**src/rtl/ccg_pkg.sv**
```systemverilog
// Shared types and the lane function for the CCG XOR-of-AND fanout pipeline.
package ccg_pkg;

  typedef enum logic [1:0] {
    CCG_XOR  = 2'd0,
    CCG_XNOR = 2'd1,
    CCG_AND  = 2'd2,
    CCG_BUF  = 2'd3
  } ccg_mode_e;

  localparam int LANE_IN_W = 4;

  function automatic logic ccg_eval(input ccg_mode_e mode, input logic a,
                                    input logic b, input logic c);
    logic f;
    f = 1'b0;
    case (mode)
      CCG_XOR:  f = a ^ (b & c);
      CCG_XNOR: f = ~(a ^ (b & c));
      CCG_AND:  f = b & c;
      CCG_BUF:  f = a;
      default:  f = 1'b0;
    endcase
    return f;
  endfunction

endpackage

```
**src/rtl/ccg_pipe_stage.sv**
```systemverilog
// One elastic pipeline slot: a valid bit plus {p,f} for every lane.
module ccg_pipe_stage
  import ccg_pkg::*;
#(
  parameter int CH = 4
) (
  input  logic            clk,
  input  logic            rst_n,
  input  logic            ld,
  input  logic            vld_in,
  input  logic [2*CH-1:0] dat_in,
  output logic            vld,
  output logic [2*CH-1:0] dat
);

  always_ff @(posedge clk or negedge rst_n) begin
    if (!rst_n) begin
      vld <= 1'b0;
    end else if (ld) begin
      vld <= vld_in;
    end
  end

  // Data carries no reset; consumers qualify it with the valid bit.
  always_ff @(posedge clk) begin
    if (ld) begin
      dat <= dat_in;
    end
  end

endmodule

```
**src/rtl/ccg_xfn_fanout_pipe.sv**
```systemverilog
// CH-lane XOR-of-AND evaluator with a DEPTH-stage elastic pipeline, output fanout
// and a saturating delivered-result counter.
module ccg_xfn_fanout_pipe
  import ccg_pkg::*;
#(
  parameter int CH    = 4,
  parameter int DEPTH = 2,
  parameter int FAN_F = 7,
  parameter int FAN_P = 4,
  parameter int CNT_W = 16
) (
  input  logic                      clk,
  input  logic                      rst_n,
  input  logic                      in_valid,
  output logic                      in_ready,
  input  logic [LANE_IN_W*CH-1:0]   in_x,
  input  logic [1:0]                in_mode,
  output logic                      out_valid,
  input  logic                      out_ready,
  output logic [FAN_F*CH-1:0]       out_f,
  output logic [FAN_P*CH-1:0]       out_p,
  output logic [CNT_W-1:0]          out_cnt
);

  localparam int SW = 2 * CH;

  function automatic logic [CNT_W-1:0] sat_inc(input logic [CNT_W-1:0] v);
    if (&v) begin
      return v;
    end
    return v + CNT_W'(1);
  endfunction

  logic [SW-1:0]    eval_p0;
  logic [DEPTH-1:0] vld_p;
  logic [DEPTH-1:0] ld_p;
  logic [SW-1:0]    dat_p [DEPTH];
  logic [SW-1:0]    last_p;
  logic             out_hs;

  // Stage 0 input: evaluate every lane, packing {p,f} per lane.
  always_comb begin
    eval_p0 = '0;
    for (int i = 0; i < CH; i++) begin
      eval_p0[2*i]   = ccg_eval(ccg_mode_e'(in_mode),
                                in_x[LANE_IN_W*i],
                                in_x[LANE_IN_W*i+1],
                                in_x[LANE_IN_W*i+2]);
      eval_p0[2*i+1] = in_x[LANE_IN_W*i+3];
    end
  end

  // A stage loads when any stage from it to the tail is empty or the tail drains;
  // written flat so there is no combinational chain through ld_p itself.
  genvar k;
  generate
    for (k = 0; k < DEPTH; k++) begin : g_stage
      assign ld_p[k] = out_ready | ~(&vld_p[DEPTH-1:k]);
      if (k == 0) begin : g_head
        ccg_pipe_stage #(.CH(CH)) u_stage (
          .clk    (clk),
          .rst_n  (rst_n),
          .ld     (ld_p[k]),
          .vld_in (in_valid),
          .dat_in (eval_p0),
          .vld    (vld_p[k]),
          .dat    (dat_p[k])
        );
      end else begin : g_body
        ccg_pipe_stage #(.CH(CH)) u_stage (
          .clk    (clk),
          .rst_n  (rst_n),
          .ld     (ld_p[k]),
          .vld_in (vld_p[k-1]),
          .dat_in (dat_p[k-1]),
          .vld    (vld_p[k]),
          .dat    (dat_p[k])
        );
      end
    end
  endgenerate

  assign in_ready  = ld_p[0];
  assign out_valid = vld_p[DEPTH-1];
  assign out_hs    = out_valid & out_ready;

  // Output stage: qualify the tail data with its valid, then replicate per lane.
  assign last_p = dat_p[DEPTH-1] & {SW{vld_p[DEPTH-1]}};

  genvar i, j;
  generate
    for (i = 0; i < CH; i++) begin : g_lane
      for (j = 0; j < FAN_F; j++) begin : g_fan_f
        assign out_f[i*FAN_F+j] = last_p[2*i];
      end
      for (j = 0; j < FAN_P; j++) begin : g_fan_p
        assign out_p[i*FAN_P+j] = last_p[2*i+1];
      end
    end
  endgenerate

  always_ff @(posedge clk or negedge rst_n) begin
    if (!rst_n) begin
      out_cnt <= '0;
    end else if (out_hs) begin
      out_cnt <= sat_inc(out_cnt);
    end
  end

endmodule

```
**config.mk**
```make
export PLATFORM = sky130hd
export DESIGN_NAME = ccg_xfn_fanout_pipe
export DESIGN_NICKNAME = d
export VERILOG_FILES = /design/src/rtl/ccg_pkg.sv /design/src/rtl/ccg_pipe_stage.sv /design/src/rtl/ccg_xfn_fanout_pipe.sv
export SDC_FILE = /design/constraint.sdc
export NUM_CORES = 1
export LEC_CHECK = 0
export ABC_AREA = 1
export CORE_UTILIZATION = 39
export CTS_CLUSTER_DIAMETER = 100
export DETAILED_ROUTE_END_ITERATION = 8
export MAX_ROUTING_LAYER = met4
export PLACE_DENSITY = 0.86
export SLEW_MARGIN = 20
export SYNTH_ARGS = -nofsm -noshare
export SYNTH_HDL_FRONTEND = slang
export SYNTH_HIERARCHICAL = 1
export SYNTH_SLANG_ARGS = --single-unit
```
**constraint.sdc**
```tcl
create_clock -name clk -period 1.7 [get_ports clk]
set_clock_uncertainty 0.15 [all_clocks]
set_input_delay 0.17 -clock clk [delete_from_list [all_inputs] [get_ports clk]]
set_output_delay 0.17 -clock clk [all_outputs]
set_load 0.05 [all_outputs]
```
After elaboration in Yosys (flattened, before gate mapping) --
Cells that the tools add are included.
Operators by class: add/subtract/negate cells 1, eq/ne operators 4, muxes and demuxes 7, bitwise operators 18, reductions and logical operators 4
Operators with widths (number):
- 16-bit by 1-bit adder with 16-bit output, second input constant | 1
- 16-bit 2-to-1 mux | 1
- 1-bit one-hot mux with 4 select lines | 4
- 16-bit AND reduction | 1
- 8-bit AND | 1
- 1-bit NOT | 6
- 1-bit AND | 5
- 2-bit == test, second input constant | 2
- 2-bit AND reduction | 2
- 1-bit bitwise XOR | 4
- 2-bit by 1-bit == test with 1-bit output, second input constant | 1
- 2-bit zero test | 1
- 1-bit 2-to-1 mux | 2
- 2-bit != test, second input constant | 1
- 1-bit OR | 2
Storage, ports and cells: flip-flop bits (word level) 34, input bits 22

Logic depth before layout (Yosys ltp) --
Gate-level depths: netlist of the first run.
depth in word-level cells 5, gate-level depth with buffers 9, gate-level depth less buffers 9

By module --
The synthesis of the first run kept the hierarchy.
Modules (own cells, without submodules):
- ccg_xfn_fanout_pipe | instances 1, cells an instance 235, area each 1554.0 um2, sequential area each 400.4 um2
- ccg_pipe_stage | instances 2, cells an instance 13, area each 280.3 um2, sequential area each 265.3 um2

Worst setup path after synthesis of the first run --
No wires, ideal clock.
path kind reg-to-reg, start reg g_stage[1].g_body.u_stage.vld, end reg g_stage[0].g_head.u_stage.dat[0] (enable), library setup time 0.499 ns, data arrival time 1.611 ns, required time 1.051 ns, setup slack -0.560 ns, stages on the path, launching flop included 3, path through dfrtp_1 clkbuf_1 nand3_1
Between the ends: word-level cells in the longest chain between the ends 3
Ends and longest elaborated chain:
- start: declaration | RTL line ccg_pipe_stage.sv:12 | output logic vld,
- start signal: assignment | RTL line ccg_pipe_stage.sv:20 | vld <= vld_in;
- 2-bit AND reduction | RTL line ccg_xfn_fanout_pipe.sv:58 | assign ld_p[k] = out_ready | ~(&vld_p[DEPTH-1:k]);
- 1-bit NOT | RTL line ccg_xfn_fanout_pipe.sv:58
- 1-bit OR | RTL line ccg_xfn_fanout_pipe.sv:58
- via in_ready | RTL line ccg_xfn_fanout_pipe.sv:15 | output logic in_ready,
- end signal: assignment | RTL line ccg_pipe_stage.sv:27 | dat <= dat_in;
- end: declaration | RTL line ccg_pipe_stage.sv:13 | output logic [2*CH-1:0] dat
The timed path passes the listed nets, and every way through them passes these cells. A chain may end at the register's enable or synchronous reset.

Worst setup path in the final report of the first run --
start reg g_stage[1].g_body.u_stage.vld, end out out_f[27]
Between the ends: word-level cells in the longest chain between the ends 1
Ends and longest elaborated chain:
- 8-bit AND | RTL line ccg_xfn_fanout_pipe.sv:88 | assign last_p = dat_p[DEPTH-1] & {SW{vld_p[DEPTH-1]}};
- end: declaration | RTL line ccg_xfn_fanout_pipe.sv:20 | output logic [FAN_F*CH-1:0] out_f,
Every way passes these cells.

==> results of run 1 <==
-- cell type report --
type	count	share of cell area (%)
repair buffers	96	40.0
flip-flops and latches	34	26.8
multi-input cells	158	23.6
inverters	30	4.03
well taps	70	2.48
clock buffers	5	1.95
clock inverters	3	1.13
-- worst paths after layout --
path,endpoint,from
hold / removal,out_cnt[15],rst_n
hold reg to reg,g_stage[1].g_body.u_stage/dat[4],g_stage[0].g_head.u_stage/dat[4]
max in group asynchronous,g_stage[1].g_body.u_stage/vld,rst_n
min in group clk,g_stage[0].g_head.u_stage/vld,in_valid
setup reg to reg,out_cnt[13],g_stage[1].g_body.u_stage/vld
setup / recovery,out_f[27],g_stage[1].g_body.u_stage/vld
-- flip-flops by register name, indices dropped and copies added (netlist names) --
register,flops
g_stage.g_body.u_stage/dat,8
out_cnt,16
g_stage.g_head.u_stage/vld,1
g_stage.g_head.u_stage/dat,8
g_stage.g_body.u_stage/vld,1
-- synthesized netlist by cell type (all sizes together) --
cell	instances
buf	38
clkbuf	1
dfrtp	18
edfxtp	16
ha	1
inv	30
nand2	96
nand3	10
nand3b	4
nand4	5
nor2	22
o21ai	10
o21bai	1
xnor2	2
xor2	7
-- kinds of logic (layout without fill, tap and decap cells) --
| group | Yosys count | count (layout) | synth area share, % |
|---|---|---|---|
| AOI/OAI and AO/OA | 11 | 11 | 2.72 |
| and+or+nand+nor | 137 | 137 | 29.6 |
| xor gates and xnor gates | 9 | 9 | 3.73 |
| adders and majority gates | 1 | 1 | 0.592 |
| buffers and inverters | 69 | 134 | 19.3 |
| DFF | 34 | 34 | 44.0 |
-- stage by stage --
| stage | utilization, % | cells |
|---|---|---|
| after CTS | 67.9 | 395 |
| after global placement | 63.7 | 379 |
| after floorplan | - | 261 |
| after global routing | 68.4 | 396 |
| final | 68.4 | 396 |
| after detailed placement | 63.7 | 379 |
-- power groups by stage --
stage	registers (µW)	logic, µW	clock network, µW
2_1_floorplan	1280	1120	0
3_3_place_gp	1120	2000	0
3_5_place_dp	1140	2030	0
4_1_cts	1120	2140	736
5_1_grt	1130	2250	771
6_report	1120	2160	734
-- metal layers --
metal  share of wire, %  global-route usage, %  vias up  routed length, µm
met1                 37                   23.5      856               2000
li1                   -                      -      898                  -
met4                1.1                   6.38        0                 58
met5                  0                      -        -                  0
met2                 56                   36.7       88               2970
met3                5.7                   3.57        4                304
-- cells in the final DEF, fill, tap and decap left out, drive strengths merged --
| master | n |
|---|---|
| clkbuf | 5 |
| ha | 1 |
| inv | 22 |
| xnor2 | 2 |
| o21ai | 10 |
| bufinv | 1 |
| nand3 | 10 |
| nor2 | 22 |
| nand4 | 5 |
| nand3b | 4 |
| clkinv | 2 |
| xor2 | 7 |
| o21bai | 1 |
| clkdlybuf4s50 | 21 |
| clkinvlp | 8 |
| edfxtp | 16 |
| nand2 | 96 |
| buf | 75 |
| dfrtp | 18 |
-- what timing repair did --
| action | 4_1_cts | 5_1_grt |
|---|---|---|
| setup endpoints to repair | 44 | 59 |
| pin swaps | 0 | 0 |
| endpoints found under the hold margin | 0 | 0 |
| gates resized for setup | 4 | 6 |
| cloned | 0 | 0 |
| setup buffers | 8 | 1 |
==> impl.org, run 1 <==
** Power
- Peak ir drop on the vdd network :: 0.591 mV
- Relative contribution of combinational cells to total power :: 53.8%
- P per Cell Area :: 1130 nW/µm²
- Relative contribution of the clock network to total power :: 18.3%
- For this design the total switching power over the nets is 1630 µW.
- Net switching is 40.6% of the power.
- Final Total Pwr :: 4010 µW
- Part of the total power dissipated in sequential elements :: 27.9%
- The internal power of the cells totals 2380 µW.
- Static Leak :: 0.00156 µW

** Worst setup path
- On the critical path, the stage with the largest delay is an instance of sky130_fd_sc_hd__dfrtp_4.
- CP Max Fanout :: 10
- The number of buffers and inverters on the critical path is 3.
- Flop2flop setup slack :: 0.02 ns
- Endpoint type of the worst setup path :: output port
- The worst setup path is launched from a flop.
- Data required time of the worst path :: 1.38 ns
- The critical path goes through nand2_1, clkinvlp_4, buf_12, buf_12.
- Counting stages on the worst path, the most repeated cell is sky130_fd_sc_hd__buf_12.
- On the worst path, the slowest cell contributes a delay of 0.56 ns.
- For the worst flop-to-flop path, the logic depth is 8.
- At the worst endpoint, the arrival time is 1.40 ns.
- Setup CP Type :: reg2out
- Largest delay contributor family on the critical path :: flip-flops
- The critical path runs through a total of 4 cells.

** Layout
- Area growth syn-to-layout :: 67.3%
- The filler cells instantiated in the layout total 355.
- Summing all multi-input logic gate instances after layout gives 835 µm².
- Of the cells placed in the final design, the portion with a size suffix greater than 1 is 39.9%.
- Summing all non-filler instances in the final layout gives an area of 3540 µm².
- The number of antenna diodes in the final layout is 0.
- Storage element area :: 948 µm²
- Number of nets in the layout :: 348

** Synth
- After synthesis, the cell types taking the most area are sky130_fd_sc_hd__edfxtp_1, sky130_fd_sc_hd__dfrtp_1, sky130_fd_sc_hd__nand2_1.
- The cell count after synthesis came out at 261.
- The Yosys step of the flow raised 6 warnings.
- Top-area cell type share of the netlist area :: 22.7%
- Cell variety after synth :: 23
- The cell area that synthesis handed to floorplanning was 2110 µm².
- Post-Synthesis Mean Instance Area :: 8.10 µm²
- Summing the sequential cell areas from Yosys gives 44.0% of the chip area.
- The largest total area in the synthesized netlist belongs to sky130_fd_sc_hd__edfxtp_1.
- After synthesis the netlist holds a flip-flop and latch count of 34.
- Net count after synthesis :: 284

** Die
- In this run the horizontal extent of the chip is 75.6 µm.
- The die covers 5720 µm².
- For this configuration, the core starts out at a cell density of 40.9%.
- The die is 75.6 µm tall.
- During I/O placement, the number of pins put on the boundary was 84.
- Core area :: 5170 µm²
- Rows :: 26

** GRT
- The number of antenna violations at the first check in global routing is 0.
- Global routing consumed, over all layers together, 20.6% of the routing resources.
- Gr ovfl total :: 0
- The via count of the first global-routing pass came to 1751.
- Wire length of the first global-routing pass :: 8.34 mm
- Largest net degree at the start of global routing :: 19

** Place
- HPWL reported at the end of detailed placement :: 4.05 mm
- Worst Setup Slack post-DPL :: 0.0184 ns
- Number of buffers inserted by port buffering :: 83
- At the end of routability-driven placement, the weighted congestion stood at 0.972.
- Post-placement cell area :: 3290 µm²

** STA
- Counting I/O delays and the setup requirement, the final critical path takes 1.72 ns.
- In this run the tightest slew margin relative to its limit is 73.8%.
- Fmax :: 582 MHz
- Adding up every negative setup slack in the final design gives -0.140 ns.
- The count of final max-slew check failures is 0.
- Unrepaired setup endpoints after global routing :: true
- The count of final hold-check violations was 0.
- In the post-route analysis, the smallest setup slack over all paths is -0.0171 ns.
- Hold is met by 0.0523 ns.
- Count of final setup violators :: 11
- Of the available clock period, the critical path in the final layout requires 101%.
- Actual transition at the worst max-transition pin :: 0.393 ns

** Route
- For this block, the routed nets add up to 5.33 mm of wire.
- The first detailed-routing pass ran for 4 iterations.
- Vias per std cell :: 4.66
- Final ANT Viol Nets :: 0
- After detailed routing, the number of remaining DRC violations is 0.
- Number of vias after detailed routing :: 1846
- In the final routed layout, each cell accounts on average for 13.5 µm.
- The detailed router finished its first iteration with 154 violations.

** Clock tree
- Insertion delay to the later sink of the worst-skew pair :: 0.29 ns
- Clock sink count :: 34
- Inserted Clock Buffers :: 5
- Counting along the longest clock path gives a buffer depth of 2.
- In this run, post-CTS hold repair placed 0 buffers.
- In this run the clock root is driven by a sky130_fd_sc_hd__clkbuf_8.
- The H-tree generated during clock tree synthesis spans 2 levels.
- TritonCTS built the clock tree.
- Clock edge transition at the registers on the reported setup and hold paths :: 0.07 ns

** Job
- Max-cap violations :: 0

** Status
- Status :: finished with violations
- Violated checks :: negative setup slack

** Hold path
- Path category of the worst min-delay check :: in2async
No activity file was read; power rests on OpenSTA's default activity.
==> run 2: changes to the inputs <==
CTS_CLUSTER_SIZE = 8   (was not set)
==> results of run 2 <==
No change in the layout: final DEF, timing and power equal those of run 1.
==> run 3: changes to the inputs <==
ABC_AREA = not set   (was 1)
ABC_CLOCK_PERIOD_IN_PS = 1700   (was not set)
CORE_UTILIZATION = 38   (was 39)
PLACE_DENSITY = 0.87   (was 0.86)
==> run 3 against run 2 <==
Effect of this change: the flow still finishes with violations (negative setup slack); critical path type is now reg2reg; first-iteration DRC count fell by 63%; via count fell by 12%; critical path depth did not move; wire length rose by 8.4%; global-route usage rose by 1.7 points; worst hold slack got worse by 0.015 ns.
==> impl.org, run 3 <==
** Status
- The run finished, with violations left.
- The final reports fail on negative setup slack.

** Synth
- Synth Flop Type :: sky130_fd_sc_hd__dfrtp_1
- Top-area cell type share of the netlist area :: 25.5%
- The cell area that synthesis handed to floorplanning was 1880 µm².
- Post-Synthesis Cells :: 166
- The most common cell in the synthesized netlist is sky130_fd_sc_hd__buf_4.
- The commonest cells after synthesis are sky130_fd_sc_hd__buf_4, sky130_fd_sc_hd__dfrtp_1, sky130_fd_sc_hd__edfxtp_1, sky130_fd_sc_hd__nand2_1, sky130_fd_sc_hd__xor2_1.
- Yosys warning count :: 6
- Cell type with the largest total area after synthesis :: sky130_fd_sc_hd__edfxtp_1
- Post-synthesis sequential area ratio :: 49.5%
- Share of flip-flops with an asynchronous set or reset after synthesis :: 52.9%
- Top cells by area in the synthesized netlist :: sky130_fd_sc_hd__edfxtp_1, sky130_fd_sc_hd__dfrtp_1, sky130_fd_sc_hd__buf_4
- Cell variety after synth :: 37
- The number of nets in the synthesized netlist is 189.
- Number of flops mapped to enable cells by yosys :: 16
- A synthesized cell averages 11.3 µm².
- #FFs+latches synth :: 34

** STA
- Count of final setup violators :: 10
- The count of final hold-check violations was 0.
- Final critical-path setup slack :: -0.121 ns
- Final Slew Violations :: 0
- For the finished layout, the period the worst path requires is 1.82 ns.
- Unrepaired setup endpoints after global routing :: true
- Static timing analysis puts the maximum clock frequency at 549 MHz.
- Setup_tns :: -0.820 ns
- Period utilisation layout :: 107%
- Tightest slew margin relative to the limit :: 77.7%
- For the pin with the worst max-slew slack, the measured transition is 0.334 ns.

** GRT
- The first global-routing pass estimated 8.15 mm of wire.
- Global routing met2 resource utilization :: 39.7%
- The via count of the first global-routing pass was 1589.
- After global routing the overflow that remains totals 0.
- Largest net degree at the start of global routing :: 19
- Global routing consumed, on the met3 layer, 4.58% of the routing resources.
- Grt peak-use layer :: met2
- Global routing consumed, over all layers together, 22.3% of the routing resources.
- Global routing used 23.1% of the available met1 tracks.
- Antenna violations before repair :: 0

** Clock tree
- The clock drives 34 sinks.
- Insertion delay to the later sink of the worst-skew pair :: 0.31 ns
- Clock root buffer :: sky130_fd_sc_hd__clkbuf_8
- Clock tree from TritonCTS :: done
- Inserted Clock Buffers :: 5
- The clock passes through at most 2 buffers.
- In this run the number of H-tree levels came out at 2.
- Clock edge transition at the registers on the reported setup and hold paths :: 0.09 ns

** Power
- Relative contribution of the clock network to total power :: 19.4%
- Peak ir drop on the vdd network :: 0.989 mV
- Net switching power :: 1820 µW
- P per Cell Area :: 1230 nW/µm²
- Net switching is 40.8% of the power.
- Static Leak :: 0.00161 µW
- Sequential cells burn 26.1% of the power.
- Combinational logic burns 54.5% of the power.
- The internal power of the cells totals 2650 µW.

** Worst setup path
- Flop2flop setup slack :: -0.12 ns
- STA classifies the critical path endpoint as a flop.
- The worst setup path is of the reg2reg kind.
- Nature of the critical path startpoint :: flop
- The most critical setup path has its startpoint at out_cnt[4].
- STA puts the critical path data required time at 1.78 ns.
- For the worst setup path, the data arrival time is 1.90 ns.
- Cells on worst reg2reg path :: 4
- Along the worst path, the maximum fanout reaches 5.
- The endpoint identified for the worst register-to-register timing path is out_cnt[15].
- Reg2Reg Launch Point :: out_cnt[4]

** Layout
- Biggest registers after layout :: out_cnt (16), g_stage.g_head.u_stage/dat (8), g_stage.g_body.u_stage/dat (8)
- Counting flops per register, the top entry is out_cnt.
- In the layout the commonest cells are sky130_fd_sc_hd__buf_4, sky130_fd_sc_hd__buf_12, sky130_fd_sc_hd__clkdlybuf4s50_1, sky130_fd_sc_hd__dfrtp_2, sky130_fd_sc_hd__edfxtp_1.
- 0 antenna diodes ended up in the layout.
- Most common library cell in the layout ignoring fill and taps :: sky130_fd_sc_hd__buf_4
- Area growth syn-to-layout :: 93.7%
- The filler cells instantiated in the layout total 276.
- Fraction of layout instances using a drive strength above 1 :: 62.5%
- Number of nets in the layout :: 291
- Final core utilization :: 76.7%
- Max reg flops :: 16

** Die
- In this run the vertical extent of the chip is 72.4 µm.
- In this run the core area contains 25 standard-cell rows.
- The die covers 5240 µm².
- Initial cell density of the core :: 39.6%
- Core area :: 4750 µm²
- Io pins :: 84
- Measured along the x axis, the die boundary spans 72.4 µm.

** Route
- Final ANT Viol Nets :: 0
- Summed over all layers, the routed wires come to 5.78 mm.
- Number of DRC violations after detailed-routing iteration 0 :: 57
- Using the TritonRoute via totals, the vias-per-cell ratio works out to 4.84.
- In the final routed layout, each cell accounts on average for 17.2 µm.
- Number of vias after detailed routing :: 1627
- Pre-Repair DR Iteration Count :: 4
- Final routed DRC violation total :: 0

** Job
- Max-cap violations :: 0

** Place
- Buffers placed on the I/O ports in this run total 83.
- Final Wtd Congestion :: 0.810
- HPWL reported at the end of detailed placement :: 4.00 mm

** Hold path
- Path category of the worst min-delay check :: in2async
-- run 3: layout make-up --
| class | instances | area, µm² | area share (%) |
|---|---|---|---|
| repair buffers | 133 | 1650 | 45.3 |
| flip-flops and latches | 34 | 952 | 26.1 |
| multi-input cells | 91 | 812 | 22.3 |
| clock buffers | 6 | 93.8 | 2.57 |
| well taps | 67 | 83.8 | 2.30 |
| clock inverters | 2 | 38.8 | 1.06 |
| inverters | 3 | 11.3 | 0.309 |
-- run 3: kinds of logic (layout without fill, tap and decap cells) --
group	Yosys count	count (layout)	share of synthesized area (%)
AND/OR/NAND/NOR	58	58	19.2
buffers and inverters	41	144	15.4
flip-flops	34	34	49.5
XOR/XNOR	18	18	8.38
AO/OA/AOI/OAI	10	10	4.19
multiplexers	4	4	2.73
adder cells (fa/ha/maj)	1	1	0.665
-- run 3: what timing repair did --
action / in CTS / in global routing
hold buffers: 0 / 0
gates resized for setup: 10 / 16
setup buffers: 4 / 9
endpoints found under the hold margin: 0 / 0
pin swaps: 12 / 10
endpoints found under the setup margin: 34 / 20
-- run 3: metal layers --
layer  vias up  share of wire, %
met2        74                58
met3        11               4.9
li1        742                 -
met5         -                 0
met4         0               2.2
met1       800                35
-- run 3: worst max path at each step --
stage,depth (start not counted),to,slack [ns]
final,4,out_cnt[15],-0.12
after floorplan,3,g_stage[0].g_head.u_stage/vld,-0.43
after detailed placement,5,out_cnt[13],-0.25
after global placement,5,out_cnt[15],-0.22
after CTS,4,out_cnt[15],-0.11
after global routing,6,out_cnt[15],-0.15
-- run 3: worst max-delay path, stage by stage (launching register included) --
cell and delay [ns]:
sky130_fd_sc_hd__dfrtp_2 0.43, sky130_fd_sc_hd__nand3_2 0.12, sky130_fd_sc_hd__or4_4 0.61, sky130_fd_sc_hd__and4bb_1 0.30, sky130_fd_sc_hd__xor2_1 0.13
-- run 3: metrics by stage --
stage | hold WS, ns | cells | power, µW | cell area [µm²] | worst slack (ns)
2_1_floorplan | -0.276 | 166 | 2490 | 1980 | -0.425
3_3_place_gp | 0.251 | 315 | 3420 | 3310 | -0.224
3_5_place_dp | 0.255 | 315 | 3490 | 3310 | -0.246
4_1_cts | 0.0439 | 327 | 4410 | 3510 | -0.108
5_1_grt | 0.0685 | 336 | 4610 | 3640 | -0.155
6_report | 0.0377 | 336 | 4470 | 3640 | -0.121
-- run 3: power by group through the flow --
| stage | logic, µW | registers [µW] | clock network, µW |
|---|---|---|---|
| finish | 2440 | 1170 | 865 |
| global route | 2530 | 1170 | 905 |
| CTS | 2400 | 1150 | 864 |
| detailed placement | 2320 | 1170 | 0 |
| global placement | 2270 | 1150 | 0 |
| floorplan | 1060 | 1430 | 0 |
